### config.mk
export PLATFORM = sky130hd
export DESIGN_NAME = time_bin_sequencer_flat
export DESIGN_NICKNAME = d
export VERILOG_FILES = /design/src/rtl/time_bin_sequencer_if.sv /design/src/rtl/time_bin_sequencer.sv /design/src/flat_wrapper.sv
export SDC_FILE = /design/constraint.sdc
export NUM_CORES = 1
export LEC_CHECK = 0
export BUFFER_PORTS_ARGS = -buffer_cell sky130_fd_sc_hd__buf_2
export CORE_MARGIN = 3
export CORE_UTILIZATION = 59
export DETAILED_ROUTE_END_ITERATION = 8
export PLACE_DENSITY = 0.89
export SLEW_MARGIN = 10
export SYNTH_ARGS = -nofsm -noshare
export SYNTH_HDL_FRONTEND = slang
export SYNTH_SLANG_ARGS = --single-unit
### constraint.sdc
create_clock -name clk -period 5.8 [get_ports clk]
set_input_delay 1.16 -clock clk [delete_from_list [all_inputs] [get_ports clk]]
set_output_delay 1.16 -clock clk [all_outputs]
set_load 0.05 [all_outputs]
### src/rtl/time_bin_sequencer_if.sv
// Bin output bus of time_bin_sequencer: latched bin count and index under a
// valid/ready handshake. With TIMESTAMP_EN defined the bus also carries bin_time.
interface time_bin_sequencer_if #(
    parameter int unsigned CNT_W = 32,
    parameter int unsigned IDX_W = 8
);
    logic             bin_valid;
    logic             bin_ready;
    logic [CNT_W-1:0] bin_data;
    logic [IDX_W-1:0] bin_index;
`ifdef TIMESTAMP_EN
    logic [31:0]      bin_time;

    modport master (
        output bin_valid,
        output bin_data,
        output bin_index,
        output bin_time,
        input  bin_ready
    );

    modport slave (
        input  bin_valid,
        input  bin_data,
        input  bin_index,
        input  bin_time,
        output bin_ready
    );
`else
    modport master (
        output bin_valid,
        output bin_data,
        output bin_index,
        input  bin_ready
    );

    modport slave (
        input  bin_valid,
        input  bin_data,
        input  bin_index,
        output bin_ready
    );
`endif
endinterface

### src/rtl/time_bin_sequencer.sv
// Time-bin photon counting sequencer. Per bin it clears the external PMT
// counter, opens the gate for L cycles, latches the count and offers it on a
// valid/ready bus. The gate stays closed while a bin waits for the consumer.
// Optional feature: define TIMESTAMP_EN to add bin_time, the free-running cycle
// count sampled on the first gate cycle of each bin.
module time_bin_sequencer #(
    parameter int unsigned CNT_W = 32,
    parameter int unsigned LEN_W = 24,
    parameter int unsigned IDX_W = 8
) (
    input  logic                    clk,
    input  logic                    reset,
    input  logic                    start,
    input  logic                    abort,
    input  logic [LEN_W-1:0]        bin_len,
    input  logic [IDX_W-1:0]        num_bins,
    input  logic [CNT_W-1:0]        cnt_value,
    output logic                    cnt_clear,
    output logic                    gate,
    output logic                    busy,
    output logic                    done,
    time_bin_sequencer_if.master    bin_if
);

    typedef enum logic [2:0] {
        StIdle,
        StClear,
        StCount,
        StLatch,
        StHold,
        StFinish
    } state_e;

    state_e state_q, state_d;

    logic [LEN_W-1:0] len_q, len_d;          // effective gate length, never 0
    logic [IDX_W-1:0] nbins_q, nbins_d;
    logic [LEN_W-1:0] len_cnt_q, len_cnt_d;  // gate cycles already spent in this bin
    logic [IDX_W-1:0] cur_bin_q, cur_bin_d;
    logic [CNT_W-1:0] bin_data_q, bin_data_d;
    logic [IDX_W-1:0] bin_index_q, bin_index_d;

    logic last_gate;
    logic last_bin;

    assign last_gate = (len_cnt_q == len_q - LEN_W'(1));
    // Full-width compare so a maximal num_bins never wraps the index.
    assign last_bin  = (cur_bin_q == nbins_q - IDX_W'(1));

    // State register.
    always_ff @(posedge clk or posedge reset) begin
        if (reset) begin
            state_q <= StIdle;
        end else begin
            state_q <= state_d;
        end
    end

    // Next-state logic; abort overrides every other transition.
    always_comb begin
        state_d = state_q;
        unique case (state_q)
            StIdle: begin
                if (start) begin
                    state_d = (num_bins == '0) ? StFinish : StClear;
                end
            end
            StClear:  state_d = StCount;
            StCount: begin
                if (last_gate) begin
                    state_d = StLatch;
                end
            end
            StLatch:  state_d = StHold;
            StHold: begin
                if (bin_if.bin_ready) begin
                    state_d = last_bin ? StFinish : StClear;
                end
            end
            StFinish: state_d = StIdle;
            default:  state_d = StIdle;
        endcase
        if (abort) begin
            state_d = StIdle;
        end
    end

    // Outputs decoded from the state; abort masks valid/done so it wins the cycle.
    always_comb begin
        cnt_clear        = 1'b0;
        gate             = 1'b0;
        busy             = (state_q != StIdle);
        done             = 1'b0;
        bin_if.bin_valid = 1'b0;
        unique case (state_q)
            StIdle:   cnt_clear = 1'b1;
            StClear:  cnt_clear = 1'b1;
            StCount:  gate = 1'b1;
            StLatch:  ;
            StHold:   bin_if.bin_valid = ~abort;
            StFinish: done = ~abort;
            default:  ;
        endcase
    end

    // Datapath next-state: config capture, gate length count, bin latch.
    always_comb begin
        len_d       = len_q;
        nbins_d     = nbins_q;
        len_cnt_d   = len_cnt_q;
        cur_bin_d   = cur_bin_q;
        bin_data_d  = bin_data_q;
        bin_index_d = bin_index_q;
        unique case (state_q)
            StIdle: begin
                if (start && !abort) begin
                    len_d     = (bin_len == '0) ? LEN_W'(1) : bin_len;
                    nbins_d   = num_bins;
                    cur_bin_d = '0;
                end
            end
            StClear:  len_cnt_d = '0;
            StCount:  len_cnt_d = len_cnt_q + LEN_W'(1);
            StLatch: begin
                bin_data_d  = cnt_value;
                bin_index_d = cur_bin_q;
            end
            StHold: begin
                if (bin_if.bin_ready && !abort && !last_bin) begin
                    cur_bin_d = cur_bin_q + IDX_W'(1);
                end
            end
            StFinish: ;
            default:  ;
        endcase
    end

    // Datapath registers.
    always_ff @(posedge clk or posedge reset) begin
        if (reset) begin
            len_q       <= LEN_W'(1);
            nbins_q     <= '0;
            len_cnt_q   <= '0;
            cur_bin_q   <= '0;
            bin_data_q  <= '0;
            bin_index_q <= '0;
        end else begin
            len_q       <= len_d;
            nbins_q     <= nbins_d;
            len_cnt_q   <= len_cnt_d;
            cur_bin_q   <= cur_bin_d;
            bin_data_q  <= bin_data_d;
            bin_index_q <= bin_index_d;
        end
    end

    assign bin_if.bin_data  = bin_data_q;
    assign bin_if.bin_index = bin_index_q;

`ifdef TIMESTAMP_EN
    logic [31:0] ts_q, ts_d;
    logic [31:0] bin_time_q, bin_time_d;

    // Free-running timestamp, sampled on the first gate cycle of a bin.
    always_comb begin
        ts_d       = ts_q + 32'd1;
        bin_time_d = bin_time_q;
        if (state_q == StCount && len_cnt_q == '0) begin
            bin_time_d = ts_q;
        end
    end

    // Timestamp registers.
    always_ff @(posedge clk or posedge reset) begin
        if (reset) begin
            ts_q       <= '0;
            bin_time_q <= '0;
        end else begin
            ts_q       <= ts_d;
            bin_time_q <= bin_time_d;
        end
    end

    assign bin_if.bin_time = bin_time_q;
`endif

endmodule

### src/flat_wrapper.sv
// flat-port wrapper written by rule: the top's interface ports become plain ports
module time_bin_sequencer_flat 
#(
    parameter int unsigned CNT_W = 32,
    parameter int unsigned LEN_W = 24,
    parameter int unsigned IDX_W = 8
)
  (clk, reset, start, abort, bin_len, num_bins, cnt_value, cnt_clear, gate, busy, done, bin_if_bin_valid, bin_if_bin_data, bin_if_bin_index, bin_if_bin_ready);
  time_bin_sequencer_if #(.CNT_W(CNT_W), .IDX_W(IDX_W)) bin_if_i ();
  input  logic clk;
  input  logic reset;
  input  logic start;
  input  logic abort;
  input  logic [LEN_W-1:0] bin_len;
  input  logic [IDX_W-1:0] num_bins;
  input  logic [CNT_W-1:0] cnt_value;
  output logic cnt_clear;
  output logic gate;
  output logic busy;
  output logic done;
  output wire logic [$bits(bin_if_i.bin_valid)-1:0] bin_if_bin_valid;
  output wire logic [$bits(bin_if_i.bin_data)-1:0] bin_if_bin_data;
  output wire logic [$bits(bin_if_i.bin_index)-1:0] bin_if_bin_index;
  input wire logic [$bits(bin_if_i.bin_ready)-1:0] bin_if_bin_ready;
  assign bin_if_bin_valid = bin_if_i.bin_valid;
  assign bin_if_bin_data = bin_if_i.bin_data;
  assign bin_if_bin_index = bin_if_i.bin_index;
  assign bin_if_i.bin_ready = bin_if_bin_ready;
  time_bin_sequencer #(.CNT_W(CNT_W), .LEN_W(LEN_W), .IDX_W(IDX_W)) u_core (.clk(clk), .reset(reset), .start(start), .abort(abort), .bin_len(bin_len), .num_bins(num_bins), .cnt_value(cnt_value), .cnt_clear(cnt_clear), .gate(gate), .busy(busy), .done(done), .bin_if(bin_if_i));
endmodule
# Word level (Yosys, flattened, before mapping)
# Index checks and enable logic that the tools add are counted.
# word_totals
n_memories,0
mem_bits_ro,0
out_inout_bits,45
word_cells,55
ram_bits,0
latchBits,0
input_bits,69
regBits,107
# op_classes
magnitude_cmp,0
reduce_logical,15
n_shift,0
n_div,0
mux,16
n_addsub,4
n_eq_ne,12
n_bitwise,1
mul,0
# op_table
op,n
24-bit one-hot mux with 2 select lines,1
24-bit by 1-bit adder with 24-bit output (second input constant),1
24-bit == test,1
24-bit logical NOT,1
24-bit two-way mux,1
24-bit by 1-bit subtractor with 24-bit output (second input constant),1
3-bit two-way mux,6
8-bit two-way mux,2
8-bit one-hot mux with 2 select lines,1
3-bit one-hot mux with 5 select lines,1
8-bit by 1-bit adder with 8-bit output (second input constant),1
8-bit == test,1
8-bit logical NOT,1
8-bit by 1-bit subtractor with 8-bit output (second input constant),1
3-bit by 2-bit == test with 1-bit output (second input constant),2
3-bit == test (second input constant),2
3-bit != test (second input constant),2
3-bit AND reduction,2
1-bit two-way mux,4
2-bit by 1-bit != test with 1-bit output (second input constant),2
2-bit nonzero test,2
3-bit by 1-bit == test with 1-bit output (second input constant),1
1-bit logical AND,3
3-bit logical NOT,1
6 further kinds,7

# Logic depth before layout (Yosys ltp)
# logic_depth
word_depth,6
ltp_mapped,10
ltp_nobuf,9

# Worst setup path after synthesis
# No wires, ideal clock.
# synth_path
path_kind,input -> output
startpoint,in abort
endpoint,out done
t_arrival_ns,2.466
n_path_buf,0
t_required_ns,4.640
path_stages,2
slack_ns,2.174
path_cell_list,nand2b_1 nor3b_1
# synth_between
elab_chain_cells,2
# synth_rtl
item,line_no,text
from (decl),flat_wrapper.sv:13,input logic abort;
1-bit inverter,time_bin_sequencer.sv:101,StFinish: done = ~abort;
1-bit two-way mux,time_bin_sequencer.sv:95,unique case (state_q)
to (decl),flat_wrapper.sv:20,output logic done;
# Every way passes these cells.

# Worst setup path after layout
# layout_path
startpoint,in abort
endpoint,out bin_if_bin_valid
# layout_between
elab_chain_cells,2
# layout_rtl
item,line_no,text
1-bit inverter,time_bin_sequencer.sv:100,StHold: bin_if.bin_valid = ~abort;
1-bit two-way mux,time_bin_sequencer.sv:95,
to (decl),flat_wrapper.sv:21,output wire logic [$bits(bin_if_i.bin_valid)-1:0] bin_if_bin_valid;
# Every way passes these cells.

==> summary.txt <==
Outcome
  • Status: complete, no violations

STA
  • Setup TNS: 0 ns
  • Max Slew Vio Count: 0
  • Tcrit/Tclk final: between 50% and 60%
  • Final Skew: between 0.01 and 0.015 ns
  • Final Hold Fails: 0
  • Fin crit period: 3.26 ns
  • Fmax: just over 0.3 GHz
  • Slew margin rel.: between 30% and 40%
  • Worst Tran Pin Value: roughly 0.99 ns
  • RSZ-0062 raised after global routing: false
  • Worst hold slack: ~0.5 ns
  • PnR worst setup slack: between 2 and 3 ns
  • Final Setup Violations: 0

Layout
  • Leading cell type in the layout, fill and taps excluded: nand2_1
  • Final instance area: 0.00639 mm^2
  • Fill count: 633
  • Area of the multi-input gates: around 0.0027 mm^2
  • Share of cells above drive strength 1: between 20 and 30%
  • Antenna Cells: 0
  • Layout Nets: 743
  • Area grow syn2layout: 15.1%
  • FF+latch area: 0.00268 mm^2
  • Most frequent cells in the layout: nand2_1, buf_2, dfrtp_1, mux2_2, nand3_1
  • Finished Core Util: between 70% and 80%

Clocking
  • Post-cts sizing count: 0
  • Setup Buffers After CTS: 0
  • Inserted Clock Buffers: 9
  • CTS tree: yes
  • CTS sink cnt: ~110
  • Worst skew pair latency: 0.39 ns
  • H-tree levels: 3
  • Number of hold buffers added after cts: 0
  • Clk root buf: clkbuf_8
  • Max Root-Sink Buffers: 2
  • Clk slew on worst S/H paths: 0.10 ns

Global routing
  • GRT met1 Usage: 34.1%
  • Initial antenna violation count: 0
  • Largest net degree at the start of global routing: approximately 60
  • Vias in the first global route: between 4000 and 5000
  • GR Util All Layers: between 20 and 30%
  • Met3 GRT Util: about 7%
  • First-pass GRT wire length: 23300 um
  • Met2 Use GR: 49.7%
  • GRT overflow: 0
  • GR peak layer: met2

Hold path
  • Hold WC Path Type: flop to flop
  • Hold Path Stages: 2

Critical path
  • FF-to-FF setup slack: ~2.8 ns
  • Critical Path AT: roughly 2.1 ns
  • Sum of buffers and inverters on the critical path: 2
  • WS Path Type: primary input to output pin
  • CP startpoint kind: primary input
  • CP Cell Sequence: buf_2 -> nand2b_1 -> nor3_1 -> buf_2
  • Critical path peak fanout: 5
  • CP max-delay cell: buf_2
  • Top delay family on crit path: buffers and inverters
  • Critical path required time: 4.64 ns
  • R2R cell count: 9
  • Critical path depth: 4
  • Crit end category: output pin
  • Critical Path Max Stage Delay: 0.34 ns
  • CP most frequent cell: buf_2

Logic synthesis
  • Unique masters post-synth: 57
  • Synth warn: 0
  • Mapped Nets: ~640
  • Yosys reg bits: between 100 and 150
  • Post-synth EDFFs: 0
  • Most used DFF post-synth: dfrtp_1
  • Async set-or-reset flop fraction in the synthesized netlist: 100%
  • Sequential area share after synthesis: 48.3%
  • Mapped cell area: roughly 0.0056 mm^2
  • Syn Area/Cell: between 9 and 10 um^2
  • Post-Synthesis Cells: 569

Run
  • Max-cap violations: 0

Power and ir drop
  • Power Dens Cells: 428 mW/mm^2
  • Clk pwr share: roughly 17%
  • Sw frac: a little under half
  • Sequential power share: 41.0%
  • Logic pwr share: 42.4%
  • Net load switching power: around 0.0013 W
  • Leakage: slightly above 3 nW
  • Max IR drop VDD: about 0.00043 V
  • Internal power: between 0.001 and 0.0015 W

Place
  • GP Congestion: between 0.8 and 0.9
  • Port Buf Inserts: about 110
  • Dpl hpwl: ~11000 um
  • Dpl cell area: 0.00619 mm^2
  • Place WS: about 2.6 ns

Routing
  • DRC: 0
  • WL final: approximately 14000 um
  • DR pass1 iterations: 5
  • Via Count: 4838
  • Vias per cell: 6.18
  • Antenna-violating nets left: 0
  • Drt initial violations: ~340
  • DR WL/cell: 17.9 um

Floorplanning
  • Die height: around 100 um
  • Io pins: about 110
  • Core area: 0.00893 mm^2
  • Rows: 34
  • Die width: 103 um
  • Initial Util: just over 60%
  • Die area: roughly 0.011 mm^2
==> layer usage <==
layer | wire, um | vias to the layer above | part of all wire, %
li1 | - | 2228 | -
met1 | 5270 | 2381 | 38
met2 | 7540 | 196 | 54
met3 | 924 | 33 | 6.6
met4 | 291 | 0 | 2.1
met5 | 0 | - | 0
==> worst paths after layout <==
path | startpoint | to
worst min register to register | u_core.bin_if.bin_index[3] | u_core.bin_if.bin_index[3]
worst max register to register | u_core.len_q[0] | u_core.state_q[0]
worst max-delay path | abort | bin_if_bin_valid
worst min-delay path | u_core.bin_if.bin_index[3] | u_core.bin_if.bin_index[3]
max in group asynchronous | reset | u_core.len_cnt_q[20]
min in group asynchronous | reset | u_core.bin_if.bin_data[12]
==> cell families after synthesis <==
logic type,synth area share (%)
AOI/OAI and AO/OA,10.7
DFF,48.3
xor gates and xnor gates,6.31
muxes,9.92
buffers and inverters,2.70
adders and majority gates,0.902
and+or+nand+nor,21.3
==> power by group through the flow <==
stage	logic (W)	clock network (W)	registers (W)
2_1_floorplan	0.000488	0	0.00149
3_3_place_gp	0.00111	0	0.00111
3_5_place_dp	0.00115	0	0.00113
4_1_cts	0.00116	0.000462	0.00112
5_1_grt	0.00124	0.000495	0.00114
6_report	0.00116	0.000456	0.00112
==> cell usage after synthesis (all sizes together), types with 7 or more instances <==
master    n  area (um^2)
o211ai    8         60.1
xor2     23          201
nand4     8         50.1
nand2   121          454
dfrtp   106         2650
nand3    26          130
nor2     21         78.8
nor3      9         45.0
a21oi    10         50.1
mux2i    10          100
nor4     17          106
and3      7         43.8
inv      14         52.6
mux2     40          450
clkbuf   25         93.8
xnor2    17          149
o31ai    13         97.6
o21ai    23          115
==> worst reg2reg max path: stages, from the launching register on <==
cell and delay [ns]:
dfstp_2 0.41, inv_1 0.08, ha_1 0.26, nor4b_2 0.55, nand4_1 0.26, or4_4 0.57, a211oi_2 0.26, o2111a_1 0.21
nand4_1 0.13, o21ai_1 0.16
==> state kept, by name (all words and copies together), names as in the netlist <==
| register | flops |
|---|---|
| u_core.len_q | 24 |
| u_core.bin_if.bin_data | 32 |
| u_core.cur_bin_q | 8 |
| u_core.state_q | 3 |
| u_core.nbins_q | 8 |
| u_core.len_cnt_q | 24 |
| u_core.bin_if.bin_index | 8 |
==> per-stage QoR <==
stage                     power (W)  std cells
final                       0.00274        783
after global routing        0.00288        783
after CTS                   0.00274        783
after detailed placement    0.00228        767
after global placement      0.00223        767
after floorplan             0.00197        569
==> area by class of cell <==
type / instances / share of cell area, %
clock buffers: 11 / 2.21
multi-input cells: 422 / 42.9
clock inverters: 5 / 0.784
inverters: 14 / 0.862
flip-flops and latches: 107 / 41.9
repair buffers: 116 / 9.21
well taps: 108 / 2.12
No activity file was read; power rests on OpenSTA's default activity.
